==> src/rtl/n64adv2_hdmi_clk_switch_seq.sv <==
// rtl/n64adv2_hdmi_clk_switch_seq.sv - HDMI pixel clock change sequencer
// Holds the HDMI domain in reset around synthesizer reconfiguration and the mux switch.
module n64adv2_hdmi_clk_switch_seq #(
    parameter int unsigned STABLE_CYCLES = 8,
    parameter int unsigned GUARD_CYCLES  = 16,
    parameter int unsigned SETTLE_CYCLES = 1024,
    parameter int unsigned CFG_TIMEOUT   = 1048576
) (
    input  logic       SYS_CLK_i,
    input  logic       SYS_RST_i,
    input  logic       clk_sel_req_i,
    input  logic [2:0] cfg_id_req_i,
    input  logic       cfg_ack_i,
    output logic       cfg_req_o,
    output logic [2:0] cfg_id_o,
    output logic       clk_sel_o,
    output logic       hdmi_hold_o,
    output logic       busy_o,
    output logic       timeout_err_o
);

    typedef enum logic [2:0] {
        ST_START,
        ST_IDLE,
        ST_HOLD,
        ST_REQ,
        ST_ACK_LOW,
        ST_SWITCH,
        ST_SETTLE
    } state_t;

    state_t      state_q, state_d;
    logic [31:0] cnt_q, cnt_d;
    logic [31:0] stab_q, stab_d;
    logic [3:0]  req_prev_q, req_prev_d;
    logic [3:0]  tgt_q, tgt_d;
    logic        cfg_req_q, cfg_req_d;
    logic [2:0]  cfg_id_q, cfg_id_d;
    logic        clk_sel_q, clk_sel_d;
    logic        hold_q, hold_d;
    logic        busy_q, busy_d;
    logic        err_q, err_d;

    logic [3:0]  req_now;
    logic [31:0] cnt_inc;
    logic [31:0] stab_inc;

    assign req_now  = {clk_sel_req_i, cfg_id_req_i};
    assign cnt_inc  = (cnt_q == '1) ? cnt_q : cnt_q + 32'd1;
    assign stab_inc = (stab_q == '1) ? stab_q : stab_q + 32'd1;

    always_ff @(posedge SYS_CLK_i) begin
        if (SYS_RST_i) begin
            state_q    <= ST_START;
            cnt_q      <= '0;
            stab_q     <= '0;
            req_prev_q <= '0;
            tgt_q      <= '0;
            cfg_req_q  <= 1'b0;
            cfg_id_q   <= '0;
            clk_sel_q  <= 1'b0;
            hold_q     <= 1'b1;
            busy_q     <= 1'b1;
            err_q      <= 1'b0;
        end else begin
            state_q    <= state_d;
            cnt_q      <= cnt_d;
            stab_q     <= stab_d;
            req_prev_q <= req_prev_d;
            tgt_q      <= tgt_d;
            cfg_req_q  <= cfg_req_d;
            cfg_id_q   <= cfg_id_d;
            clk_sel_q  <= clk_sel_d;
            hold_q     <= hold_d;
            busy_q     <= busy_d;
            err_q      <= err_d;
        end
    end

    always_comb begin
        state_d    = state_q;
        cnt_d      = cnt_q;
        stab_d     = '0;
        req_prev_d = req_now;
        tgt_d      = tgt_q;
        cfg_req_d  = cfg_req_q;
        cfg_id_d   = cfg_id_q;
        clk_sel_d  = clk_sel_q;
        err_d      = err_q;

        unique case (state_q)
            ST_START: begin
                tgt_d   = req_now;
                cnt_d   = '0;
                state_d = ST_HOLD;
            end
            ST_IDLE: begin
                // Requests that are new or still moving never accumulate stability.
                if ((req_now != {clk_sel_q, cfg_id_q}) && (req_now == req_prev_q)) begin
                    if (stab_q == STABLE_CYCLES - 1) begin
                        tgt_d   = req_now;
                        cnt_d   = '0;
                        state_d = ST_HOLD;
                    end else begin
                        stab_d = stab_inc;
                    end
                end
            end
            ST_HOLD: begin
                if (cnt_q == GUARD_CYCLES - 1) begin
                    cfg_id_d  = tgt_q[2:0];
                    cfg_req_d = 1'b1;
                    cnt_d     = '0;
                    state_d   = ST_REQ;
                end else begin
                    cnt_d = cnt_inc;
                end
            end
            ST_REQ: begin
                if (cfg_ack_i) begin
                    cfg_req_d = 1'b0;
                    cnt_d     = '0;
                    state_d   = ST_ACK_LOW;
                end else if (cnt_q == CFG_TIMEOUT - 1) begin
                    err_d     = 1'b1;
                    cfg_req_d = 1'b0;
                    clk_sel_d = tgt_q[3];
                    cnt_d     = '0;
                    state_d   = ST_SWITCH;
                end else begin
                    cnt_d = cnt_inc;
                end
            end
            ST_ACK_LOW: begin
                if (!cfg_ack_i || (cnt_q == CFG_TIMEOUT - 1)) begin
                    err_d     = err_q | cfg_ack_i;
                    clk_sel_d = tgt_q[3];
                    cnt_d     = '0;
                    state_d   = ST_SWITCH;
                end else begin
                    cnt_d = cnt_inc;
                end
            end
            ST_SWITCH: begin
                if (cnt_q == GUARD_CYCLES - 1) begin
                    cnt_d   = '0;
                    state_d = ST_SETTLE;
                end else begin
                    cnt_d = cnt_inc;
                end
            end
            ST_SETTLE: begin
                if (cnt_q == SETTLE_CYCLES - 1) begin
                    cnt_d   = '0;
                    state_d = ST_IDLE;
                end else begin
                    cnt_d = cnt_inc;
                end
            end
            default: begin
                state_d = ST_START;
            end
        endcase

        // Hold and busy both track the next state so they change on the transition edge.
        hold_d = (state_d != ST_IDLE);
        busy_d = (state_d != ST_IDLE);
    end

    assign cfg_req_o     = cfg_req_q;
    assign cfg_id_o      = cfg_id_q;
    assign clk_sel_o     = clk_sel_q;
    assign hdmi_hold_o   = hold_q;
    assign busy_o        = busy_q;
    assign timeout_err_o = err_q;

endmodule

==> config.mk <==
export PLATFORM = sky130hd
export DESIGN_NAME = n64adv2_hdmi_clk_switch_seq
export DESIGN_NICKNAME = d
export VERILOG_FILES = /design/src/rtl/n64adv2_hdmi_clk_switch_seq.sv
export SDC_FILE = /design/constraint.sdc
export NUM_CORES = 1
export LEC_CHECK = 0
export BUFFER_PORTS_ARGS = -buffer_cell sky130_fd_sc_hd__buf_2
export CAP_MARGIN = 20
export CORE_UTILIZATION = 30
export CTS_CLUSTER_DIAMETER = 100
export DETAILED_ROUTE_END_ITERATION = 10
export PLACE_DENSITY = 0.44
export SETUP_SLACK_MARGIN = 0.05
export SLEW_MARGIN = 30
export SYNTH_ARGS = -nofsm -noshare
export SYNTH_HDL_FRONTEND = slang
export SYNTH_SLANG_ARGS = --single-unit
==> constraint.sdc <==
create_clock -name SYS_CLK_i -period 2.4 [get_ports SYS_CLK_i]
set_input_delay 0.12 -clock SYS_CLK_i [delete_from_list [all_inputs] [get_ports SYS_CLK_i]]
set_output_delay 0.12 -clock SYS_CLK_i [all_outputs]
set_load 0.02 [all_outputs]
==> results.sh <==
export IMPL_cts_tree="built"
export IMPL_drt_antenna_violating_nets=0
export IMPL_drive_above_1_share_pct=25.5
export IMPL_relSlewSlack_pct=69.2
export IMPL_dieArea_um2=14800
export IMPL_yosysWarnings=0
export IMPL_port_buffers=14
export IMPL_cpMostUsedCell="or3_4"
export IMPL_seq_area_frac_synth_pct=38.3
export IMPL_fin_crit_sh_pct=97.3
export IMPL_rows=43
export IMPL_holdWs_ns=0.0669
export IMPL_critPathKind="register to register"
export IMPL_startpoint_type="register"
export IMPL_gp_congestion=0.837
export IMPL_syn_to_final_growth_pct=32.3
export IMPL_dpl_cell_area_um2=5010
export IMPL_num_io_pins=15
export IMPL_nets=607
export IMPL_syn_area_um2=4290
export IMPL_ir_drop_v=0.000316
export IMPL_wl_per_cell_um=15.2
export IMPL_grt_pass1_vias=3867
export IMPL_finalSetupViolations=0
export IMPL_dr_pass1_iters=5
export IMPL_worst_slew_pin_slew_ns=0.458
export IMPL_hp_class="primary input to register"
export IMPL_hold_viol_final=0
export IMPL_final_core_util_pct=40.9
export IMPL_total_power_mw=2.87
export IMPL_grt_setup_unrepaired="yes"
export IMPL_worstPathMaxFanout=5
export IMPL_crit_arrival_ns=2.61
export IMPL_cap_violations=0
export IMPL_synth_cell_type_count=58
export IMPL_wl_um=11900
export IMPL_layout_setup_ws_ns=0.0650
export IMPL_fmax_ghz=0.428
export IMPL_internal_power_mw=2.25
export IMPL_post_drt_via_cell_ratio=5.31
export IMPL_start_util_pct=30.9
export IMPL_slew_violations=0
export IMPL_track_usage_pct=16.7
export IMPL_max_stage_delay_ns=0.54
export IMPL_final_min_clock_period_ns=2.33
export IMPL_leakage_nw=1.87
export IMPL_diodes=0
export IMPL_cp_slowest_cell="or4_4"
export IMPL_clkPwrFrac_pct=48.0
export IMPL_avgSynthCellArea_um2=8.13
export IMPL_power_density_nw_per_um2=507
export IMPL_clkTransAtPathRegs_ns=0.07
export IMPL_grt_first_pass_wirelength_um=19300
export IMPL_drc=0
export IMPL_drt_iter0_markers=213
export IMPL_endpoint_kind="register"
export IMPL_status="finished, final reports clean"
export IMPL_overflow=0
export IMPL_worstPathRequired_ns=2.67
export IMPL_netlist_instances=527
export IMPL_netSwitchingPower_uw=623
export IMPL_combPwrFrac_pct=4.3
export IMPL_die_w_um=122
export IMPL_cts_buffer_depth=2
export IMPL_cts_htree_levels=3
export IMPL_syn_nets=536
export IMPL_synth_async_reset_ratio_pct=0
export IMPL_hpwl_um=8160
export IMPL_ys_flop_type="dfxtp_1"
export IMPL_ys_ff_latch=82
export IMPL_antenna_found_initial=0
export IMPL_vias=4161
export IMPL_clock_skew_ns=0.0123
export IMPL_swShare_pct=21.7
export IMPL_grt_max_degree=33
export IMPL_synth_edf_count=0
export IMPL_core_um2=13900
export IMPL_clk_latency_ns=0.35
export IMPL_seq_power_share_pct=47.7
export IMPL_cts_sinks=82
export IMPL_final_area_um2=5670
export IMPL_numCtsBuffers=9
export IMPL_clock_root_buffer="clkbuf_16"
export IMPL_crit_chain="nand3_4 -> or3_4 -> or3_4 -> or4_4 -> or3_1 -> a21oi_1"
export IMPL_die_height_um=122
export IMPL_pre_cts_ws_ns=-0.0345
export IMPL_ff2ff_setup_slack_ns=0.07
==> final cells by class <==
class                   count  area (µm²)
fillers                  1438        8210
multi-input cells         407        2750
flip-flops and latches     82        1680
repair buffers             86         686
clock buffers              13         250
well taps                 180         225
inverters                  12        45.0
clock inverters             3        40.0
==> critical path, delay by kind of cell, from the launching register on <==
family / cells / cell delay, ns
flops: 1 / 0.38
compound gates: 1 / 0.14
simple gates: 5 / 1.73
==> logic make-up after synthesis <==
family	share of synthesized area (%)
AOI/OAI and AO/OA	15.4
and+or+nand+nor	32.6
DFF	38.3
muxes	2.57
buffers and inverters	3.82
adders and majority gates	0.584
xor gates and xnor gates	6.74
==> Yosys cell counts, types with 3 or more instances <==
cell type,instances,area [µm²]
dfxtp_1,82,1640
nor2_1,55,206
nand2_1,39,146
nand3_1,29,145
nor4_1,28,175
a21oi_1,26,130
nand4_1,23,144
o21ai_0,22,110
xnor2_1,22,193
clkbuf_1,21,78.8
nor3_1,21,105
or3_1,21,131
inv_1,11,41.3
mux2i_1,11,110
xor2_1,11,96.3
and4_1,8,70.1
o31ai_1,8,60.1
a21o_1,6,45.0
and3_1,6,37.5
nor4b_1,6,52.6
or4_1,6,45.0
nor2b_1,5,31.3
a211oi_1,4,30.0
a31oi_1,4,25.0
o211ai_1,4,30.0
a221o_1,3,30.0
a31o_2,3,26.3
and2_1,3,18.8
o2111ai_1,3,26.3
==> worst paths after layout <==
kind                      start            end  cells past startpoint
setup / recovery      stab_q[7]     stab_q[25]                      6
hold / removal    clk_sel_req_i  req_prev_q[3]                      2
setup reg to reg      stab_q[7]     stab_q[25]                      6
hold reg to reg        tgt_q[1]    cfg_id_o[1]                      2
==> flip-flops by register name, indices dropped and copies added, names as in the netlist <==
register       cells
cnt_q             32
stab_q            32
req_prev_q         4
tgt_q              4
cfg_id_o           3
state_q            3
busy_o             1
cfg_req_o          1
clk_sel_o          1
timeout_err_o      1
==> through the flow <==
stage | instances | TNS [ns]
after detailed placement | 754 | -0.123
after CTS | 777 | -0.00202
after floorplan | 527 | 0
after global placement | 754 | 0
final | 783 | 0
after global routing | 783 | -1.05
==> placed cells by master (no fill, tap or decap), types with 4 or more instances in the layout <==
| cell | n |
|---|---|
| mux2i_1 | 11 |
| inv_1 | 11 |
| xnor2_1 | 22 |
| dfxtp_4 | 9 |
| or3_4 | 4 |
| dfxtp_1 | 70 |
| nor2b_1 | 5 |
| nor4b_1 | 6 |
| or4_4 | 4 |
| nand3_4 | 4 |
| o31ai_1 | 6 |
| nand2_1 | 37 |
| xor2_1 | 11 |
| or3_1 | 18 |
| or4_1 | 4 |
| buf_4 | 62 |
| and3_1 | 5 |
| o21ai_0 | 18 |
| and4_1 | 7 |
| a21oi_2 | 5 |
| clkbuf_16 | 10 |
| o211ai_1 | 4 |
| nand3_1 | 25 |
| buf_6 | 4 |
| o21ai_1 | 4 |
| buf_2 | 15 |
| a21oi_1 | 20 |
| nor3_1 | 21 |
| nor4_1 | 24 |
| nand4_1 | 23 |
| nor2_1 | 55 |
| a21o_1 | 6 |
==> per-layer routing <==
metal / vias up / global-route usage [%] / wire length, µm
met5: - / 0 / 0
met4: 0 / 4.01 / 88
met3: 4 / 4.51 / 302
met2: 53 / 26.5 / 5700
met1: 1979 / 22.3 / 5840
li1: 2125 / - / -
==> timing repair <==
| action | in CTS | in global routing |
|---|---|---|
| endpoints found under the setup margin | 13 | 44 |
| setup buffers | 6 | 4 |
| gates cloned | 1 | 2 |
| gates resized for setup | 13 | 46 |
| hold buffers | 0 | 0 |
| pin swaps | 4 | 29 |
| hold endpoints to repair | 0 | 0 |
==> power groups by stage <==
| stage | logic, mW | clock network, mW | registers, mW |
|---|---|---|---|
| final | 0.122 | 1.38 | 1.37 |
| after global routing | 0.133 | 1.49 | 1.37 |
| after CTS | 0.108 | 1.43 | 1.37 |
| after detailed placement | 0.108 | 0 | 1.41 |
| after global placement | 0.107 | 0 | 1.41 |
| after floorplan | 0.0593 | 0 | 1.41 |
Power figures use the tool's default switching activity.
